==> src/rtl/aes_128_pkg.sv <==
// aes_128_pkg: shared types and constants for the aes_128 arbiter slice
//   AES_BLK_W   - AES block and key width in bits
//   AES_LATENCY - default core latency, core_start to valid core_out
//   arb_state_e - arbiter FSM states
package aes_128_pkg;

    localparam int AES_BLK_W   = 128;
    localparam int AES_LATENCY = 10;

    typedef enum logic [1:0] {
        ST_IDLE = 2'd0,
        ST_RUN  = 2'd1,
        ST_DONE = 2'd2
    } arb_state_e;

endpackage

==> src/rtl/aes_128_rr_arb.sv <==
// aes_128_rr_arb: N_REQ-wide round-robin arbiter, pointer moves past each grant
//   clk, rst    - clock, asynchronous active-high reset
//   en_i        - arbitration allowed this cycle; grants and pointer updates only when high
//   req_i       - request vector
//   grant_o     - one-hot grant (all-zero when disabled or nothing requested)
//   grant_idx_o - index of the winner (valid when grant_o is non-zero)
module aes_128_rr_arb #(
    parameter  int N_REQ = 2,
    localparam int IW    = $clog2(N_REQ)
) (
    input  logic             clk,
    input  logic             rst,
    input  logic             en_i,
    input  logic [N_REQ-1:0] req_i,
    output logic [N_REQ-1:0] grant_o,
    output logic [IW-1:0]    grant_idx_o
);

    logic [IW-1:0] ptr_q;
    logic [IW-1:0] win;
    logic          found;
    int            c;

    // Scan from the pointer upwards, wrapping, and take the first requester.
    always_comb begin
        found = 1'b0;
        win   = '0;
        c     = 0;
        for (int i = 0; i < N_REQ; i++) begin
            c = (int'(ptr_q) + i) % N_REQ;
            if (!found && req_i[IW'(c)]) begin
                found = 1'b1;
                win   = IW'(c);
            end
        end
    end

    assign grant_o     = (en_i && found) ? (N_REQ'(1) << win) : '0;
    assign grant_idx_o = win;

    always_ff @(posedge clk or posedge rst) begin
        if (rst)
            ptr_q <= '0;
        else if (en_i && found)
            ptr_q <= (int'(win) == N_REQ - 1) ? '0 : win + 1'b1;
    end

endmodule

==> src/rtl/aes_128_arbiter.sv <==
// aes_128_arbiter: shares one external aes_128 core among N_REQ requesters
//   clk, rst             - clock, asynchronous active-high reset
//   req_valid/req_ready  - per-requester handshake; ready is one-hot, only in IDLE
//   req_data/req_key     - per-requester plaintext and key
//   rsp_valid/rsp_ready  - result handshake
//   rsp_data/rsp_id      - ciphertext and owning requester index
//   core_start           - one-cycle start pulse to the core
//   core_in/core_key     - operands held steady for the whole operation
//   core_out             - core ciphertext, sampled LATENCY cycles after core_start
//   busy                 - high whenever the FSM is not IDLE
//   blk_cnt              - completed response count (only with AES_ARB_BLK_CNT_EN)
module aes_128_arbiter
    import aes_128_pkg::*;
#(
    parameter int N_REQ   = 2,
    parameter int LATENCY = AES_LATENCY
) (
    input  logic                              clk,
    input  logic                              rst,
    input  logic [N_REQ-1:0]                  req_valid,
    output logic [N_REQ-1:0]                  req_ready,
    input  logic [N_REQ-1:0][AES_BLK_W-1:0]   req_data,
    input  logic [N_REQ-1:0][AES_BLK_W-1:0]   req_key,
    output logic                              rsp_valid,
    input  logic                              rsp_ready,
    output logic [AES_BLK_W-1:0]              rsp_data,
    output logic [$clog2(N_REQ)-1:0]          rsp_id,
    output logic                              core_start,
    output logic [AES_BLK_W-1:0]              core_in,
    output logic [AES_BLK_W-1:0]              core_key,
    input  logic [AES_BLK_W-1:0]              core_out,
    output logic                              busy
`ifdef AES_ARB_BLK_CNT_EN
    ,
    output logic [15:0]                       blk_cnt
`endif
);

    localparam int IW = $clog2(N_REQ);
    localparam int CW = $clog2(LATENCY + 1);

    arb_state_e           state_q;
    logic [CW-1:0]        cnt_q;
    logic [IW-1:0]        id_q;
    logic [IW-1:0]        grant_idx;
    logic [AES_BLK_W-1:0] core_in_q;
    logic [AES_BLK_W-1:0] core_key_q;
    logic [AES_BLK_W-1:0] rsp_data_q;
    logic                 core_start_q;
    logic                 rsp_valid_q;
    logic                 arb_en;
    logic                 hs;

    // Grants are masked during reset so req_ready reads all-zero while rst is high.
    assign arb_en = (state_q == ST_IDLE) && !rst;
    assign hs     = |req_ready;

    aes_128_rr_arb #(
        .N_REQ (N_REQ)
    ) u_rr_arb (
        .clk         (clk),
        .rst         (rst),
        .en_i        (arb_en),
        .req_i       (req_valid),
        .grant_o     (req_ready),
        .grant_idx_o (grant_idx)
    );

    // Counter is loaded with LATENCY on the grant, so it reaches zero exactly in
    // the cycle core_out becomes valid (LATENCY cycles after the start pulse).
    always_ff @(posedge clk or posedge rst) begin
        if (rst) begin
            state_q      <= ST_IDLE;
            cnt_q        <= '0;
            id_q         <= '0;
            core_in_q    <= '0;
            core_key_q   <= '0;
            core_start_q <= 1'b0;
            rsp_valid_q  <= 1'b0;
            rsp_data_q   <= '0;
        end else begin
            core_start_q <= 1'b0;
            case (state_q)
                ST_IDLE: begin
                    if (hs) begin
                        state_q      <= ST_RUN;
                        cnt_q        <= CW'(LATENCY);
                        id_q         <= grant_idx;
                        core_in_q    <= req_data[grant_idx];
                        core_key_q   <= req_key[grant_idx];
                        core_start_q <= 1'b1;
                    end
                end
                ST_RUN: begin
                    if (cnt_q == '0) begin
                        state_q     <= ST_DONE;
                        rsp_valid_q <= 1'b1;
                        rsp_data_q  <= core_out;
                    end else begin
                        cnt_q <= cnt_q - 1'b1;
                    end
                end
                ST_DONE: begin
                    if (rsp_ready) begin
                        state_q     <= ST_IDLE;
                        rsp_valid_q <= 1'b0;
                    end
                end
                default: state_q <= ST_IDLE;
            endcase
        end
    end

    assign core_start = core_start_q;
    assign core_in    = core_in_q;
    assign core_key   = core_key_q;
    assign rsp_valid  = rsp_valid_q;
    assign rsp_data   = rsp_data_q;
    assign rsp_id     = id_q;
    assign busy       = (state_q != ST_IDLE);

`ifdef AES_ARB_BLK_CNT_EN
    logic [15:0] blk_cnt_q;

    always_ff @(posedge clk or posedge rst) begin
        if (rst)
            blk_cnt_q <= '0;
        else if (state_q == ST_DONE && rsp_ready)
            blk_cnt_q <= blk_cnt_q + 16'd1;
    end

    assign blk_cnt = blk_cnt_q;
`endif

    a_ready_onehot: assert property (@(posedge clk) disable iff (rst) $onehot0(req_ready));
    a_ready_idle:   assert property (@(posedge clk) disable iff (rst) busy |-> req_ready == '0);
    a_rsp_hold:     assert property (@(posedge clk) disable iff (rst)
                        rsp_valid && !rsp_ready |=> rsp_valid && $stable(rsp_data) && $stable(rsp_id));

endmodule

==> config.mk <==
export PLATFORM = sky130hd
export DESIGN_NAME = aes_128_arbiter
export DESIGN_NICKNAME = d
export VERILOG_FILES = /design/src/rtl/aes_128_pkg.sv /design/src/rtl/aes_128_rr_arb.sv /design/src/rtl/aes_128_arbiter.sv
export SDC_FILE = /design/constraint.sdc
export NUM_CORES = 1
export LEC_CHECK = 0
export ABC_AREA = 1
export BUFFER_PORTS_ARGS = -buffer_cell sky130_fd_sc_hd__buf_2
export CAP_MARGIN = 25
export CORE_AREA = 2 2 405 407
export DETAILED_ROUTE_END_ITERATION = 10
export DIE_AREA = 0 0 407 409
export PLACE_DENSITY = 0.31
export SYNTH_ARGS = -nofsm -noshare
export SYNTH_HDL_FRONTEND = slang
export SYNTH_SLANG_ARGS = --single-unit
==> constraint.sdc <==
create_clock -name clk -period 14.1 [get_ports clk]
set_input_delay 1.41 -clock clk [delete_from_list [all_inputs] [get_ports clk]]
set_output_delay 1.41 -clock clk [all_outputs]
set_load 0.05 [all_outputs]
==> results_dict.tcl <==
set metrics [dict create \
    dieArea_um2 166000 \
    skew_ns 0.0146 \
    r2r_cells 7 \
    fmax_mhz 193 \
    critPathTopFamily "buffers and inverters" \
    io_buffer_count 1033 \
    cp-endpoint "req_ready[1]" \
    n_fill_cell 18800 \
    cp-start-kind "input pin" \
    power.leakage_nw 16.0 \
    io_pins 1035 \
    cts_sinks 394 \
    final.min_clock_period_ns 5.18 \
    rsz0062_at_grt "no" \
    setup_viol_count_final 0 \
    post_cts_resized 0 \
    netlist_instances 2530 \
    fin_area_um2 27900 \
    holdCritPathClass "reg2reg" \
    grt_pass1_wl_um 144000 \
    cp.depth 6 \
    coreArea_um2 162000 \
    yosysSeqAreaShare_pct 53.0 \
    path_cells "buf_2 -> inv_8 -> nand3_4 -> buf_4 -> nor2_1 -> buf_2" \
    wirelength_um 104000 \
    ys_warn_count 0 \
    path_common_cell "buf_2" \
    slowest_delay_ns 0.63 \
    placed_area_um2 25900 \
    finalNonFillerCells 5701 \
    arrival_ns 3.77 \
    ys_seq_elements 394 \
    synthArstFlopShare_pct 100 \
    crit_required_ns 12.69 \
    dp.cells 5590 \
    critical_path_class "in2out" \
    grt_pass1_vias 19500 \
    cp-end-kind "output port" \
    cp_max_fo 74 \
    dieHeight_um 409 \
    p_per_area_nw_per_um2 278 \
    top_usage_layer "met2" \
    die_x_um 407 \
    finalSetupTns_ns 0 \
    globalRouteMet3Util_pct 3.94 \
    worstReg2RegEnd "core_in[64]$_DFFE_PP0P_" \
    cts_root_buf "clkbuf_16" \
    via_count 19800 \
    cts_setup_buffers 0 \
    tightest_slew_ns 0.947 \
    syn_area_um2 18600 \
    place_congestion 0.867 \
    cts_tree "yes" \
    clockBufferDepth 3 \
    use_met1_pct 14.0 \
    outcome "finished, final reports clean" \
    layout-drive-gt1-share_pct 32.9 \
    synthesis.nets 3176 \
    first_pass_iters 7 \
    ant_nets 0 \
    worst-r2r-setup-slack_ns 10.36 \
    rows 148 \
    initialDrtViolationCount 1126 \
    report.power.total_w 0.00777 \
    ir_worst_vdd_mv 0.115 \
    cap_violations 0 \
    clk_latency_ns 0.65 \
    detail_route.wl_per_cell_um 18.3 \
    cpMaxStageDelayCell "nand3_4" \
    met2_usage_pct 20.6 \
    synthFlopType "dfrtp_1" \
    hold_viol 0 \
    synth-edff-count 0 \
    htree_levels 2 \
    grt_antenna_before_repair 66 \
    r2r-start "state_q[1]$_DFFE_PP0P_" \
    min_period_over_period_pct 36.7 \
    start_util_pct 11.5 \
    final_nets 4119 \
    cts_buffers 56 \
    hold_buffers 0 \
    syn_to_final_growth_pct 50.0 \
    ys_types 19 \
    drc 0 \
    syn_avg_cell_area_um2 7.36 \
    crit_buf_inv 4 \
    overflow 0 \
    via_per_inst 3.47 \
    grt.total_usage_pct 12.0 \
    hpwl_um 78900 \
    path_clk_slew_ns 0.05 \
    maxSlewHeadroom_pct 36.9 \
    grt_max_degree 147 \
    final_max_slew_viol_count 0 \
    startpoint "rst" \
]
-- area by class of cell --
class | count | area [um^2] | area share (%)
diodes | 10 | 25.0 | 0.0896
clock buffers | 81 | 1640 | 5.86
clock inverters | 20 | 313 | 1.12
inverters | 135 | 522 | 1.87
multi-input cells | 1830 | 7420 | 26.6
flip-flops and latches | 394 | 9860 | 35.3
well taps | 2175 | 2720 | 9.75
repair buffers | 1056 | 5420 | 19.4
-- synthesized netlist by cell type (8+ instances only) --
cell | instances | area [um^2]
inv_1 | 133 | 499
buf_2 | 130 | 651
o21ai_1 | 101 | 505
clkbuf_1 | 30 | 113
buf_4 | 8 | 60.1
nor2_1 | 8 | 30.0
dfrtp_1 | 394 | 9860
o21ai_0 | 30 | 150
nand3_1 | 263 | 1320
nand2_1 | 1421 | 5330
-- sequential cells by signal, summed over array words and instances, names as in the netlist --
| register | count |
|---|---|
| rsp_valid | 1 |
| core_key | 128 |
| core_start | 1 |
| cnt_q | 4 |
| rsp_id | 1 |
| u_rr_arb.ptr_q | 1 |
| state_q | 2 |
| rsp_data | 128 |
| core_in | 128 |
-- power breakdown --
| part | switching (W) | leakage, nW | total (W) | internal, W |
|---|---|---|---|---|
| clock | 0.000587 | 0.952 | 0.00152 | 0.000929 |
| sequential | 0.000297 | 4.88 | 0.00200 | 0.00171 |
| combinational | 0.00339 | 10.2 | 0.00424 | 0.000854 |
-- worst min-delay path by stage --
| stage | cells after the start | startpoint | end |
|---|---|---|---|
| floorplan | 1 | cnt_q[0]$_DFFE_PP0P_ | cnt_q[0]$_DFFE_PP0P_ |
| global placement | 2 | core_key[103]$_DFFE_PP0P_ | core_key[103]$_DFFE_PP0P_ |
| detailed placement | 2 | core_in[122]$_DFFE_PP0P_ | core_in[122]$_DFFE_PP0P_ |
| CTS | 2 | core_key[90]$_DFFE_PP0P_ | core_key[90]$_DFFE_PP0P_ |
| global route | 2 | core_key[113]$_DFFE_PP0P_ | core_key[113]$_DFFE_PP0P_ |
| finish | 2 | core_in[30]$_DFFE_PP0P_ | core_in[30]$_DFFE_PP0P_ |
-- cell usage in the layout, fill, tap and decap left out, types with 2 or more instances in the layout --
cell        instances
clkbuf_16          56
o21ai_1           101
buf_2            1032
buf_12              5
clkinvlp_4          3
clkbuf_1           11
nor2_1              8
inv_1             132
clkinv_2            7
dfrtp_1           393
nand2_1          1420
o21ai_0            30
clkbuf_8           14
bufinv_16           7
nand3_1           263
inv_8               2
diode_2            10
nand3_4             2
buf_4              18
-- per-stage QoR --
step	util, %	setup slack [ns]	hold slack [ns]
2_1_floorplan	-	1.40	0.461
3_3_place_gp	16.0	8.84	0.458
3_5_place_dp	16.0	8.83	0.459
4_1_cts	17.2	8.83	0.474
5_1_grt	17.2	8.69	0.489
6_report	17.2	8.92	0.469
-- per-layer routing --
layer	wire [um]	share of wire [%]
met2	50400	48
met5	248	0.24
met1	41500	40
met3	8810	8.5
met4	3250	3.1
-- worst min-delay path, stage by stage (launching register included) --
cell	delay, ns
dfrtp_1	0.33
nand2_1	0.05
nand2_1	0.05
-- logic make-up (layout without fill, tap and decap cells) --
| group | after synthesis | after routing | synth area share (%) |
|---|---|---|---|
| compound gates | 131 | 131 | 3.52 |
| xor+xnor | 1 | 1 | 0.0471 |
| other cells | 0 | 10 | 0 |
| fa+ha+maj | 1 | 1 | 0.0672 |
| flops | 394 | 394 | 53.0 |
| buf+inv | 306 | 1292 | 7.29 |
| simple gates | 1697 | 1697 | 36.1 |
No activity file was read; power rests on OpenSTA's default activity.
